$ cat src/rtl/pipeline_stall_ctrl.sv
// pipeline_stall_ctrl: arbitrates load-use stalls, mul/div EX occupancy and branch flushes
// for the 5-stage pipeline, with a multi-cycle timeout and a saturating stall counter.
module pipeline_stall_ctrl #(
    parameter int LOAD_STALL_CYCLES = 1,
    parameter int FLUSH_CYCLES      = 1,
    parameter int MC_TIMEOUT        = 32,
    parameter int CNT_W             = 16
) (
    input  logic             Clk,
    input  logic             Reset_n,
    input  logic             Hazard_Req,
    input  logic             Branch_Taken,
    input  logic             MC_Start,
    input  logic             MC_Done,
    input  logic             Clr_Stats,
    output logic             Stall_PC,
    output logic             Stall_IFID,
    output logic             Hold_IDEX,
    output logic             Bubble_IDEX,
    output logic             Bubble_EXMEM,
    output logic             Flush_IFID,
    output logic [1:0]       State,
    output logic [CNT_W-1:0] Stall_Count,
    output logic             Timeout_Err
);
    localparam int LF   = LOAD_STALL_CYCLES > FLUSH_CYCLES ? LOAD_STALL_CYCLES : FLUSH_CYCLES;
    localparam int MAXC = LF > MC_TIMEOUT ? LF : MC_TIMEOUT;
    localparam int CW   = $clog2(MAXC) + 1;

    typedef enum logic [1:0] {RUN, LOAD_STALL, MC_WAIT, FLUSH} state_t;

    state_t        state, state_nx;
    logic [CW-1:0] cnt, cnt_nx;
    logic          to_hit, s_pc, s_ifid, h_idex, b_idex, b_exmem, f_ifid;

    always_comb begin
        state_nx = state;
        cnt_nx   = cnt;
        to_hit   = 1'b0;
        s_pc     = 1'b0;
        s_ifid   = 1'b0;
        h_idex   = 1'b0;
        b_idex   = 1'b0;
        b_exmem  = 1'b0;
        f_ifid   = 1'b0;
        // a completing mul/div hands the cycle back to normal arbitration
        if (state == RUN || (state == MC_WAIT && MC_Done)) begin
            if (MC_Start) begin
                {s_pc, s_ifid, h_idex, b_exmem} = 4'hf;
                state_nx = MC_WAIT;
                cnt_nx   = CW'(1);
            end else if (Hazard_Req) begin
                {s_pc, s_ifid, b_idex} = 3'h7;
                state_nx = LOAD_STALL_CYCLES > 1 ? LOAD_STALL : RUN;
                cnt_nx   = CW'(LOAD_STALL_CYCLES - 1);
            end else if (Branch_Taken) begin
                f_ifid   = 1'b1;
                state_nx = FLUSH_CYCLES > 1 ? FLUSH : RUN;
                cnt_nx   = CW'(FLUSH_CYCLES - 1);
            end else begin
                state_nx = RUN;
            end
        end else if (state == LOAD_STALL) begin
            {s_pc, s_ifid, b_idex} = 3'h7;
            cnt_nx   = cnt - CW'(1);
            state_nx = cnt == CW'(1) ? RUN : LOAD_STALL;
        end else if (state == MC_WAIT) begin
            {s_pc, s_ifid, h_idex, b_exmem} = 4'hf;
            cnt_nx   = cnt + CW'(1);
            to_hit   = cnt == CW'(MC_TIMEOUT);
            state_nx = to_hit ? RUN : MC_WAIT;
        end else begin
            f_ifid   = 1'b1;
            cnt_nx   = cnt - CW'(1);
            state_nx = cnt == CW'(1) ? RUN : FLUSH;
        end
    end

    // request-driven Mealy outputs must also drop while reset is held
    assign Stall_PC     = Reset_n & s_pc;
    assign Stall_IFID   = Reset_n & s_ifid;
    assign Hold_IDEX    = Reset_n & h_idex;
    assign Bubble_IDEX  = Reset_n & b_idex;
    assign Bubble_EXMEM = Reset_n & b_exmem;
    assign Flush_IFID   = Reset_n & f_ifid;
    assign State        = state;

    always_ff @(posedge Clk or negedge Reset_n) begin
        if (!Reset_n) begin
            state       <= RUN;
            cnt         <= '0;
            Stall_Count <= '0;
            Timeout_Err <= 1'b0;
        end else begin
            state <= state_nx;
            cnt   <= cnt_nx;
            if (Clr_Stats)
                Stall_Count <= '0;
            else if (s_pc && !(&Stall_Count))
                Stall_Count <= Stall_Count + CNT_W'(1);
            if (Clr_Stats)
                Timeout_Err <= 1'b0;
            else if (to_hit)
                Timeout_Err <= 1'b1;
        end
    end
endmodule

$ cat config.mk
export PLATFORM = sky130hd
export DESIGN_NAME = pipeline_stall_ctrl
export DESIGN_NICKNAME = d
export VERILOG_FILES = /design/src/rtl/pipeline_stall_ctrl.sv
export SDC_FILE = /design/constraint.sdc
export NUM_CORES = 1
export LEC_CHECK = 0
export BUFFER_PORTS_ARGS = -buffer_cell sky130_fd_sc_hd__buf_2
export CAP_MARGIN = 40
export CORE_ASPECT_RATIO = 1.25
export CORE_MARGIN = 1.5
export CORE_UTILIZATION = 37
export DETAILED_ROUTE_END_ITERATION = 6
export PLACE_DENSITY = 0.6
export SETUP_SLACK_MARGIN = 0.3
export SKIP_LAST_GASP = 1
export SYNTH_ARGS = -nofsm -noshare
export SYNTH_HDL_FRONTEND = slang
export SYNTH_SLANG_ARGS = --single-unit
$ cat constraint.sdc
create_clock -name Clk -period 5.55 [get_ports Clk]
set_clock_uncertainty 0.15 [all_clocks]
set_input_delay 1.3875 -clock Clk [delete_from_list [all_inputs] [get_ports Clk]]
set_output_delay 1.3875 -clock Clk [all_outputs]
set_load 0.01 [all_outputs]
# Word level (Yosys, flattened, before mapping)
# Cells that the tools add are included.
# classes
reduce_logical	8
mux	37
addsub	3
bitwise_logic	4
n_eq_ne	5
# op_table
operator	n
$mux W6	6
$mux W16	2
$mux W1	23
$add A16 B1 Y16 const B	1
$reduce_and A16 Y1	1
$mux W2	6
$add A6 B1 Y6 const B	1
$eq A6 B1 Y1 const B	1
$eq A6 B6 Y1 const B	1
$sub A6 B1 Y6 const B	1
$and A1 B1 Y1	4
$ne A4 B4 Y1 const B	1
$reduce_bool A2 Y1	2
$eq A2 B1 Y1 const B	1
$eq A2 B2 Y1 const B	1
$logic_and A1 B1 Y1	2
$logic_not A2 Y1	1
$logic_not A1 Y1	1
$logic_or A1 B1 Y1	1
# totals
word_cells	61
regBits	25
output_inout_bits	25

# Depth between registers and ports, before layout
# depth
depth_word	7
depth_mapped	7
ltp_nobuf	7

# Worst setup path before layout
# Ideal clock, no wire load.
# synth_timing
path_type	input-to-output
startpoint	input MC_Done
endpoint	output Hold_IDEX
n_path_buf	2
path_slack_ns	1.606
required_time_ns	4.013
stages	5
t_arrival_ns	2.406
cell_sequence	a21o_2 > buf_2 > nand2_1 > a21boi_0 > buf_4
# synth_via
elab_chain_cells	4
# synth_rtl
element	line	source
start, declared	14	input logic MC_Done,
$logic_and A1 B1 Y1	47	if (state == RUN || (state == MC_WAIT && MC_Done)) begin
$logic_or A1 B1 Y1	47	
$mux W1	n/a	
$and A1 B1 Y1	n/a	
end, declared	18	output logic Hold_IDEX,
# Every way passes these cells.

# Final worst setup path
# layout_timing
startpoint	input MC_Done
endpoint	output Stall_PC
# layout_via
elab_chain_cells	4
# layout_rtl
element	line	source
$logic_and A1 B1 Y1	47	
$logic_or A1 B1 Y1	47	
$mux W1	47	
$and A1 B1 Y1	80	assign Stall_PC = Reset_n & s_pc;
end, declared	16	output logic Stall_PC,
# Every way passes these cells.

==> results.rst <==
.. list-table::
   :header-rows: 1

   * - Metric
     - Value
   * - Fraction of synthesis flops using an asynchronous set or reset pin
     - 100%
   * - Die height
     - 76.2 µm
   * - Sequential cell area fraction in the yosys report
     - around two fifths
   * - Highest metal layer used by the detailed router
     - met4
   * - Top-count cell post-synth
     - dfrtp_1
   * - Worst Hold End
     - Timeout_Err$_DFFE_PN0P_
   * - Xor/xnor share of the synthesized area
     - between 7 and 8%
   * - Final setup slack of the worst path
     - roughly 1.5 ns
   * - Synthesized area divided by synthesized cell count
     - 9.44 µm²
   * - Peak fanout along the critical path
     - 4
   * - Static leakage
     - ~0.00084 µW
   * - Count of mapped cells out of synthesis
     - about 170
   * - Number of detailed-routing iterations run before antenna repair
     - 4
   * - DRT met1 WL
     - 1.66 mm
   * - Number of placed I/O pins
     - 32
   * - Insertion delay of the later-clocked pin in the worst-skew pair
     - approximately 0.26 ns
   * - Layout cells sized above 1
     - between 20% and 30%
   * - Part of the total power dissipated in the clock network
     - between 10% and 20%
   * - Starting utilization of the core area
     - roughly two fifths
   * - Path class of the lowest-slack min-delay path
     - register to register
   * - Number of sinks driven by the clock tree
     - 25
   * - Result of the run
     - finished clean
   * - Max-Cap Viols
     - 0
   * - Total of endpoints with negative setup slack in the final report
     - 0
   * - VDD IR-drop max
     - 114 µV
   * - TNS Setup
     - 0 ns
   * - Unique masters post-synth
     - 46
   * - Hold Crit Start
     - Timeout_Err$_DFFE_PN0P_
   * - Fraction of power consumed by sequential logic
     - 34.4%
   * - Area enclosed by the die boundary
     - approximately 4700 µm²
   * - Critical Path RT
     - around 4 ns
   * - Number of antenna violations at the first check in global routing
     - 0
   * - Area growth, synth to finish
     - 15.0%
   * - Library cell occupying the most area in the post-synthesis netlist
     - dfrtp_1
   * - Average wire length per cell after detail routing
     - approximately 14 µm
   * - Bufs on Longest Clock Path
     - 2
   * - Met3 routed wirelength
     - ~120 µm
   * - Worst reg2reg setup slack
     - between 3 and 4 ns
   * - Area share of fa/ha/maj cells after synthesis
     - 7.10%
   * - CTS H-tree lvls
     - 1
   * - Max-slew headroom at the worst pin
     - 53.5%
   * - Maximum clock frequency
     - approximately 250 MHz
   * - Number of remaining DRC errors
     - 0
   * - List of most frequent post-synthesis cells
     - 25 x dfrtp_1, 22 x nor2_1, 9 x ha_1, 9 x nand2_1
   * - Count of buffers from port buffering
     - 31
   * - Core Region
     - 4100 µm²
   * - Number of design-rule violations left by the first detailed-router iteration
     - 103
   * - Total CTS buffers
     - 3
   * - Clock transition at the registers of the reported paths
     - around 0.08 ns
   * - Period Utilization, post-route
     - between 70% and 80%
   * - Internal power
     - 418 µW
   * - Total Power
     - 724 µW
   * - Synthesized flop and latch total
     - 25
   * - First-pass GRT wire length
     - ~5.6 mm
   * - Number of max-slew violations in the final report
     - 0
   * - Met2 layer wire length in the routed design
     - between 1.5 and 2 mm
   * - WS Path Type
     - primary input to output port
   * - Cell depth of the worst min-delay path
     - 2
   * - Setup Slack @ Placement
     - around 1.5 ns
   * - Vias in the first global route
     - between 1000 and 1500
   * - Routed vias
     - 1317
   * - Buffers inserted by post-CTS timing repair
     - 0
   * - Synth warn
     - 0
   * - Power density of the placed cells
     - roughly 400 nW/µm²
   * - Critical path data arrival time
     - 2.47 ns
   * - Relative contribution of combinational cells to total power
     - a little over 50%
   * - Final hold vios
     - 0
   * - Area fraction of the dominant cell type after synthesis
     - between 30% and 40%
   * - CTS tree
     - yes
   * - Main area contributors after synthesis
     - dfrtp_1 39%, ha_1 7.1%, nor2_1 5.2%
   * - Proportion of synthesized area in mux cells
     - under 10%
   * - Chip width
     - ~62 µm
   * - Critical path launch point type
     - primary input
   * - Post-DP HPWL
     - 2.53 mm
   * - Netlist area before placement
     - around 1600 µm²
   * - Overall routing resource usage
     - between 10% and 20%
   * - CTS-repair resized insts
     - 0
   * - Mapped Nets
     - around 180
   * - Main combinational cell family by area after synthesis
     - simple AND/OR/NAND/NOR gates
   * - Switching power
     - around 300 µW
   * - Post-synth EDFFs
     - 0
   * - Worst reg-to-reg path cell count
     - 7
   * - CTS Hold Bufs
     - 0
   * - Leftover overflow at the end of global routing
     - 0
   * - Endpoint class of the critical path
     - output port
   * - Row cnt
     - 26
   * - Number of filler cells placed in the layout
     - about 440
   * - FF-to-FF Start
     - State[0]$_DFF_PN0_
   * - Weighted congestion at the end of routability-driven global placement
     - a little over 0.8
   * - Number of nets in the finished design
     - between 200 and 250
   * - Transition time of the tightest slew-check pin
     - between 0.6 and 0.7 ns
   * - Antenna diode instance count
     - 0
   * - Time the worst path needs with I/O delays and setup
     - between 4 and 5 ns
   * - Worst reg2reg endpoint
     - Stall_Count[6]$_DFFE_PN0P_
   * - Maximum number of pins on one net before global-route repair
     - 30
   * - Unrepaired setup endpoints after global routing
     - no
   * - Vias per cell
     - around 5.2
   * - Root buffer cell
     - clkbuf_8
   * - Remaining antenna violation count after routing
     - 0
   * - Commonest register cell after synthesis
     - dfrtp_1
   * - Detailed-route wire length
     - ~3.5 mm
   * - Simple-Gate Fraction of Synth Area
     - about a quarter
   * - Complex-gate fraction of the synthesized area
     - between 15 and 20%
   * - Switching part of the total
     - 42.3%
-- area by class of cell --
type	count	area, µm²	share of cell area, %
multi-input combinational	130	901	49.4
sequential	25	626	34.3
timing repair buffer	31	155	8.51
tap	56	70.1	3.84
clock buffer	4	45.0	2.47
inverter	7	26.3	1.44
-- how the worst max path moves through the flow --
stage,slack [ns],startpoint,end,depth (start not counted)
after floorplan,1.61,MC_Done,Hold_IDEX,5
after CTS,1.55,MC_Done,Stall_PC,5
after detailed placement,1.55,MC_Done,Stall_PC,5
final,1.54,MC_Done,Stall_PC,5
after global placement,1.55,MC_Done,Stall_PC,5
after global routing,1.49,MC_Done,Stall_PC,5
-- logic make-up (layout without fill, tap and decap cells) --
logic type / after synthesis / count (layout)
AND/OR/NAND/NOR: 70 / 70
AO/OA/AOI/OAI: 35 / 35
flip-flops: 25 / 25
XOR/XNOR: 14 / 14
buffers and inverters: 13 / 42
adder cells (fa/ha/maj): 9 / 9
multiplexers: 2 / 2
-- critical path: stages --
cell and delay [ns]:
buf_2 0.13, a211oi_1 0.47, a21oi_1 0.13, and2_1 0.21, buf_2 0.14
-- stage by stage --
stage	utilization (%)	hold slack [ns]	cells	instance area, µm²
after floorplan	-	0.370	168	1590
after global placement	43.4	0.354	249	1780
after detailed placement	43.4	0.343	249	1780
after CTS	44.5	0.362	253	1820
after global routing	44.5	0.410	253	1820
final	44.5	0.358	253	1820
-- power by group through the flow --
stage          Clock, µW  Sequential, µW  Combinational [µW]
2_1_floorplan          0             253                 281
3_3_place_gp           0             253                 368
3_5_place_dp           0             253                 370
4_1_cts              110             249                 371
5_1_grt              116             255                 420
6_report             106             249                 369
-- state kept, by name (all words and copies together), names as in the netlist --
register     count
Stall_Count     16
cnt              6
State            2
Timeout_Err      1
-- layer usage --
layer  GRT usage (%)  up-vias
li1                -      666
met1            20.8      617
met2            25.9       29
met3            2.21        5
met4            5.11        0
met5               0        -
-- layout by cell type, fill, tap and decap left out, types with 6 or more instances in the layout --
master,netlist,routed
nand4_1,8,8
nand2_1,9,9
xnor2_1,8,8
nand3_1,8,8
ha_1,9,9
nor2_1,22,22
inv_1,7,7
buf_2,2,31
dfrtp_1,25,25
xor2_1,6,6
Power figures use the tool's default switching activity.
